File: src/rtl/cont_modn_updn.sv
// Modulo-N up/down counter with synchronous load, combinational terminal count
// and a registered wrap pulse. Define CONT_SATURATE_EN to saturate at the limits instead of wrapping.
module cont_modn_updn #(
  parameter int unsigned WIDTH   = 4,
  parameter int unsigned MODULUS = 16
) (
  input  logic             Clk,
  input  logic             Rst_n,
  input  logic             En,
  input  logic             Y,
  input  logic             Load,
  input  logic [WIDTH-1:0] D,
  output logic [WIDTH-1:0] Q,
  output logic             Tc,
  output logic             Wrap
);

  localparam longint unsigned ModLimit = 64'(1) << WIDTH;

  if (WIDTH < 1 || WIDTH > 31 || MODULUS < 2 || longint'(MODULUS) > ModLimit) begin : g_bad_param
    $fatal(1, "cont_modn_updn: MODULUS must satisfy 2 <= MODULUS <= 2**WIDTH");
  end

  localparam logic [WIDTH-1:0] QMax  = WIDTH'(MODULUS - 1);
  localparam logic [WIDTH-1:0] QZero = '0;
  localparam logic [WIDTH-1:0] QOne  = WIDTH'(1);
  localparam logic [WIDTH:0]   ModW  = (WIDTH+1)'(MODULUS);

  logic [WIDTH-1:0] q_d, q_q;
  logic             wrap_d, wrap_q;
  logic             at_max, at_min;
  logic             tc;

  assign at_max = (q_q == QMax);
  assign at_min = (q_q == QZero);

  // Load always wins, so it masks the terminal count even at a limit.
  assign tc = En & ~Load & ((Y & at_max) | (~Y & at_min));

  always_comb begin
    q_d    = q_q;
    wrap_d = tc;
    if (Load) begin
      if ({1'b0, D} >= ModW) begin
        q_d = QMax;
      end else begin
        q_d = D;
      end
    end else if (En) begin
      if (Y) begin
        if (at_max) begin
`ifdef CONT_SATURATE_EN
          q_d = QMax;
`else
          q_d = QZero;
`endif
        end else begin
          q_d = q_q + QOne;
        end
      end else begin
        if (at_min) begin
`ifdef CONT_SATURATE_EN
          q_d = QZero;
`else
          q_d = QMax;
`endif
        end else begin
          q_d = q_q - QOne;
        end
      end
    end
  end

  always_ff @(posedge Clk or negedge Rst_n) begin
    if (!Rst_n) begin
      q_q    <= QZero;
      wrap_q <= 1'b0;
    end else begin
      q_q    <= q_d;
      wrap_q <= wrap_d;
    end
  end

  assign Q    = q_q;
  assign Tc   = tc;
  assign Wrap = wrap_q;

endmodule

File: config.mk
export PLATFORM = sky130hd
export DESIGN_NAME = cont_modn_updn
export DESIGN_NICKNAME = d
export VERILOG_FILES = /design/src/rtl/cont_modn_updn.sv
export SDC_FILE = /design/constraint.sdc
export NUM_CORES = 1
export LEC_CHECK = 0
export ABC_AREA = 1
export BUFFER_PORTS_ARGS = -buffer_cell sky130_fd_sc_hd__buf_2
export CELL_PAD_IN_SITES_DETAIL_PLACEMENT = 1
export CELL_PAD_IN_SITES_GLOBAL_PLACEMENT = 1
export CORE_AREA = 2 2 39 41
export DETAILED_ROUTE_END_ITERATION = 7
export DIE_AREA = 0 0 41 43
export GPL_TIMING_DRIVEN = 0
export PLACE_DENSITY = 0.76
export SETUP_SLACK_MARGIN = 0.4
export SYNTH_ARGS = -nofsm -noshare
export SYNTH_HDL_FRONTEND = slang
export SYNTH_SLANG_ARGS = --single-unit
export TNS_END_PERCENT = 20
File: constraint.sdc
create_clock -name Clk -period 1.5 [get_ports Clk]
set_input_delay 0 -clock Clk [delete_from_list [all_inputs] [get_ports Clk]]
set_output_delay 0 -clock Clk [all_outputs]
set_load 0.02 [all_outputs]
; Word level (Yosys, flattened, before mapping)
; Index checks and enable logic that the tools add are counted.
[classes]
bitwise_logic = 7
n_reduce_logical = 2
eq_ne = 1
n_mux = 5
n_addsub = 2
[ops]
columns = op, n
row1 = $mux W4, 5
row2 = $add A4 B1 Y4 const B, 1
row3 = $and A1 B1 Y1, 4
row4 = $eq A4 B4 Y1 const B, 1
row5 = $logic_not A4 Y1, 1
row6 = $sub A4 B1 Y4 const B, 1
row7 = $not A1 Y1, 2
row8 = $reduce_bool A2 Y1, 1
row9 = $or A1 B1 Y1, 1
[word_totals]
out_inout_bits = 6
elab_cells = 19
in_bits = 9
ff_bits = 5

; Longest topological paths before layout
[depth]
word_depth = 5
ltp_mapped = 8
depth_no_buf = 8

; Least setup slack after synthesis
; OpenSTA, ideal clock, no wires.
[synth_path]
path_kind = flip-flop to flip-flop
from = register q_q[0], in the netlist Q[0]
to = register wrap_q, in the netlist Wrap
arrival_ns = 1.383
period_less_slack_ns = 1.532
stages_incl_launch_ff = 7
slack_ns = -0.032
t_required_ns = 1.351
n_path_buf = 0
setup_ns = 0.149
cell_sequence = dfrtp_1 -> inv_1 -> ha_1 -> nand2_1 -> nor3_1 -> nor2_1 -> nor2_1
[synth_between]
elab_chain_cells = 4
elab_cells_between_ends = 6
cone_classes = eq/ne: 1 / bitwise: 4 / reduce/logical: 1
[synth_rtl]
columns = item, line
row1 = "start, declared", 29  ; logic [WIDTH-1:0] q_d, q_q;
row2 = "start signal, assigned", 76  ; q_q <= QZero;
row3 = "start signal, assigned", 79  ; q_q <= q_d;
row4 = $eq A4 B4 Y1 / $logic_not A4 Y1 (equally long branches), "34, 35"
row5 = $and A1 B1 Y1, 38  ; assign tc = En & ~Load & ((Y & at_max) | (~Y & at_min));
row6 = $or A1 B1 Y1 *, 38
row7 = $and A1 B1 Y1 *, 38
row8 = net Tc, 14  ; output logic Tc,
row9 = "end signal, assigned", 80  ; wrap_q <= wrap_d;
row10 = "end, declared", 30  ; logic wrap_d, wrap_q;
; Mark *: on every way through the listed nets, which the timed path passes. The rest lies on a longest branch.
; A chain may end at the register's enable or synchronous reset.

; Worst setup path after layout
[layout_path]
from = register q_q[0], in the netlist Q[0]
to = output Tc
[layout_between]
elab_chain_cells = 4
elab_cells_between_ends = 6
cone_classes = eq/ne: 1 / bitwise: 4 / reduce/logical: 1
[layout_rtl]
columns = item, line
row1 = $eq A4 B4 Y1 / $logic_not A4 Y1 (equally long branches), "34, 35"
row2 = $and A1 B1 Y1, 38
row3 = $or A1 B1 Y1 *, 38
row4 = $and A1 B1 Y1 *, 38
row5 = "end, declared", 14
; Every way passes the cells marked *; elsewhere a longest branch is shown, timed or not.

==> impl_metrics.env <==
export IMPL_crit_fanout=6
export IMPL_row_count=14
export IMPL_cts_reportedPaths_clkPinSlew_ns=0.04
export IMPL_drt_initial_drc_count=4
export IMPL_arrival_ns=1.50
export IMPL_p_total_mw=0.576
export IMPL_fillCellCount=181
export IMPL_io_buffers=14
export IMPL_final_area_sq_um=652
export IMPL_cts_sinks=5
export IMPL_critical_path_required_ns=1.50
export IMPL_cts_tree="done"
export IMPL_ys_top_cells_by_area="dfrtp_1 32%, nand2_1 16%, inv_1 7.8%, ha_1 6.5%, nand3_1 6.5%"
export IMPL_vias_per_cell=4.79
export IMPL_hp_class="in2reg"
export IMPL_critPathCaptureType="output pin"
export IMPL_numCtsBuffers=3
export IMPL_synth_distinct_cells=18
export IMPL_skew_ns=0.00893
export IMPL_clk_path_buf_depth=2
export IMPL_die_w_um=41
export IMPL_drive_above_1_share_pct=46.9
export IMPL_gr_total_overflow=0
export IMPL_yosys_warnings=0
export IMPL_htreeDepth=1
export IMPL_synth_yosys_seq_area_share_pct=32.5
export IMPL_io_pin_count=15
export IMPL_met3_usage_pct=6.28
export IMPL_slew_violations=0
export IMPL_syn_area_sq_um=385
export IMPL_tightest_slew_ns=0.208
export IMPL_wl_per_cell_um=14.5
export IMPL_root_buffer="clkbuf_4"
export IMPL_period_needed_ns=1.50
export IMPL_die_area_sq_um=1760
export IMPL_met2_usage_pct=28.7
export IMPL_hold_viol=0
export IMPL_worst_hold_slack_ns=0.0428
export IMPL_max_freq_mhz=669
export IMPL_drt_total_wl_um=1400
export IMPL_n_antenna_cell=0
export IMPL_nNetsFinal=93
export IMPL_area_growth_pct=69.2
export IMPL_syn_nets=65
export IMPL_setup_worst_path_class="reg2out"
export IMPL_multi_input_area_sq_um=275
export IMPL_min_period_over_period_pct=99.7
export IMPL_antenna_found_initial=0
export IMPL_drc=0
export IMPL_synth_top_area_share_pct=32.5
export IMPL_drv_cap=0
export IMPL_rsz0062_at_grt="yes"
export IMPL_top_usage_layer="met2"
export IMPL_met1_usage_pct=21.7
export IMPL_seq_area_sq_um=129
export IMPL_vias=465
export IMPL_grt_usage_pct=19.6
export IMPL_firstDrtPassIters=3
export IMPL_power_leakage_nw=0.339
export IMPL_drtAntennaViolNets=0
export IMPL_netlist_instances=54
export IMPL_start_util_pct=27.8
export IMPL_gp_congestion=0.714
export IMPL_insertion_delay_ns=0.26
export IMPL_die_height_um=43
export IMPL_ir_drop_mv=0.503
export IMPL_power_density_nw_per_um2=883
export IMPL_grt_max_degree=9
export IMPL_relSlewSlack_pct=86.1
export IMPL_grt_pass1_vias=493
export IMPL_syn_avg_cell_area_sq_um=7.14
export IMPL_status="completed"
export IMPL_worstSetupStartpointType="flop"
export IMPL_grt_pass1_wl_um=2140
export IMPL_fp_coreArea_sq_um=1380
export IMPL_setup_viol=0
export IMPL_synth_area_leader_cell="dfrtp_1"
export IMPL_synth_seq_cells=5
export IMPL_place_hpwl_um=789
export IMPL_dpl_instance_area_sq_um=485
per-stage QoR:
| stage | worst slack (ns) | TNS, ns | utilization, % | std cells |
|---|---|---|---|---|
| after floorplan | 0.185 | 0 | - | 54 |
| after global placement | 0.191 | 0 | 35.1 | 84 |
| after detailed placement | 0.185 | 0 | 35.1 | 84 |
| after CTS | -0.0177 | -0.0177 | 44.0 | 96 |
| after global routing | -0.0829 | -0.0829 | 47.1 | 97 |
| final | 0.00444 | 0 | 47.1 | 97 |
kinds of logic after synthesis:
logic type,count (synthesis),share of synthesized area (%)
flops,5,32.5
simple gates,30,36.0
compound gates,5,8.76
fa+ha+maj,2,6.49
xor+xnor,2,4.55
buf+inv,10,11.7
layer usage:
| metal | wire length, um | vias to the layer above | part of all wire [%] |
|---|---|---|---|
| li1 | - | 228 | - |
| met1 | 543 | 221 | 39 |
| met2 | 772 | 11 | 55 |
| met3 | 42 | 5 | 3.0 |
| met4 | 45 | 0 | 3.2 |
| met5 | 0 | - | 0 |
flip-flops by register name (all words and copies together) (netlist names):
register  count
Wrap          1
Q             4
synth_stat cells (all sizes together):
| master | n |
|---|---|
| o21ai | 1 |
| buf | 1 |
| a21oi | 1 |
| nor3 | 1 |
| dfrtp | 5 |
| o221ai | 1 |
| nand2 | 16 |
| nor2 | 5 |
| nand3 | 6 |
| nand4 | 1 |
| xor2 | 2 |
| a22oi | 2 |
| or2 | 1 |
| ha | 2 |
| inv | 9 |
report_power, final:
group | internal (mW) | leakage, nW | switching [mW] | total, mW
Combinational | 0.100 | 0.265 | 0.127 | 0.227
Sequential | 0.152 | 0.0590 | 0.0268 | 0.179
Clock | 0.101 | 0.0150 | 0.0681 | 0.169
worst max-delay path, cell delays in order, from the launching register on:
cell     delay [ns]
dfrtp_2        0.46
inv_2          0.10
ha_4           0.14
nand2_4        0.05
nor3_4         0.15
nor2_2         0.06
nor2_2         0.14
buf_6          0.13
final cells by class:
class / instances / share of cell area [%]
well taps: 16 / 3.07
flip-flops and latches: 5 / 19.8
repair buffers: 23 / 24.0
inverters: 9 / 5.18
plain buffers: 1 / 1.73
multi-input cells: 39 / 42.2
clock buffers: 4 / 4.03
path summary, 6_finish.rpt:
path,slack [ns],startpoint,cells past startpoint,end
worst max-delay path,0.004,Q[0],7,Tc
worst min-delay path,0.04,Load,3,Q[1]
worst max register to register,0.25,Q[0],7,Q[2]
worst min register to register,0.63,Q[0],2,Q[0]
max in group asynchronous,1.26,Rst_n,2,Q[1]
min in group asynchronous,0.08,Rst_n,2,Q[2]
placed cells by master, fill, tap and decap left out, drive strengths merged:
master,instances
a21oi,1
a22oi,2
buf,19
clkbuf,4
dfrtp,5
dlygate4sd3,5
ha,2
inv,9
nand2,16
nand3,6
nand4,1
nor2,5
nor3,1
o21ai,1
o221ai,1
or2,1
xor2,2
what timing repair did:
| item | CTS | global route |
|---|---|---|
| endpoints found under the hold margin | 9 | 0 |
| hold buffers | 5 | 0 |
| gates resized for setup | 6 | 8 |
| setup endpoints to repair | 6 | 6 |
| buffers inserted | 3 | 1 |
| pin swaps | 6 | 6 |
Power figures use the tool's default switching activity.
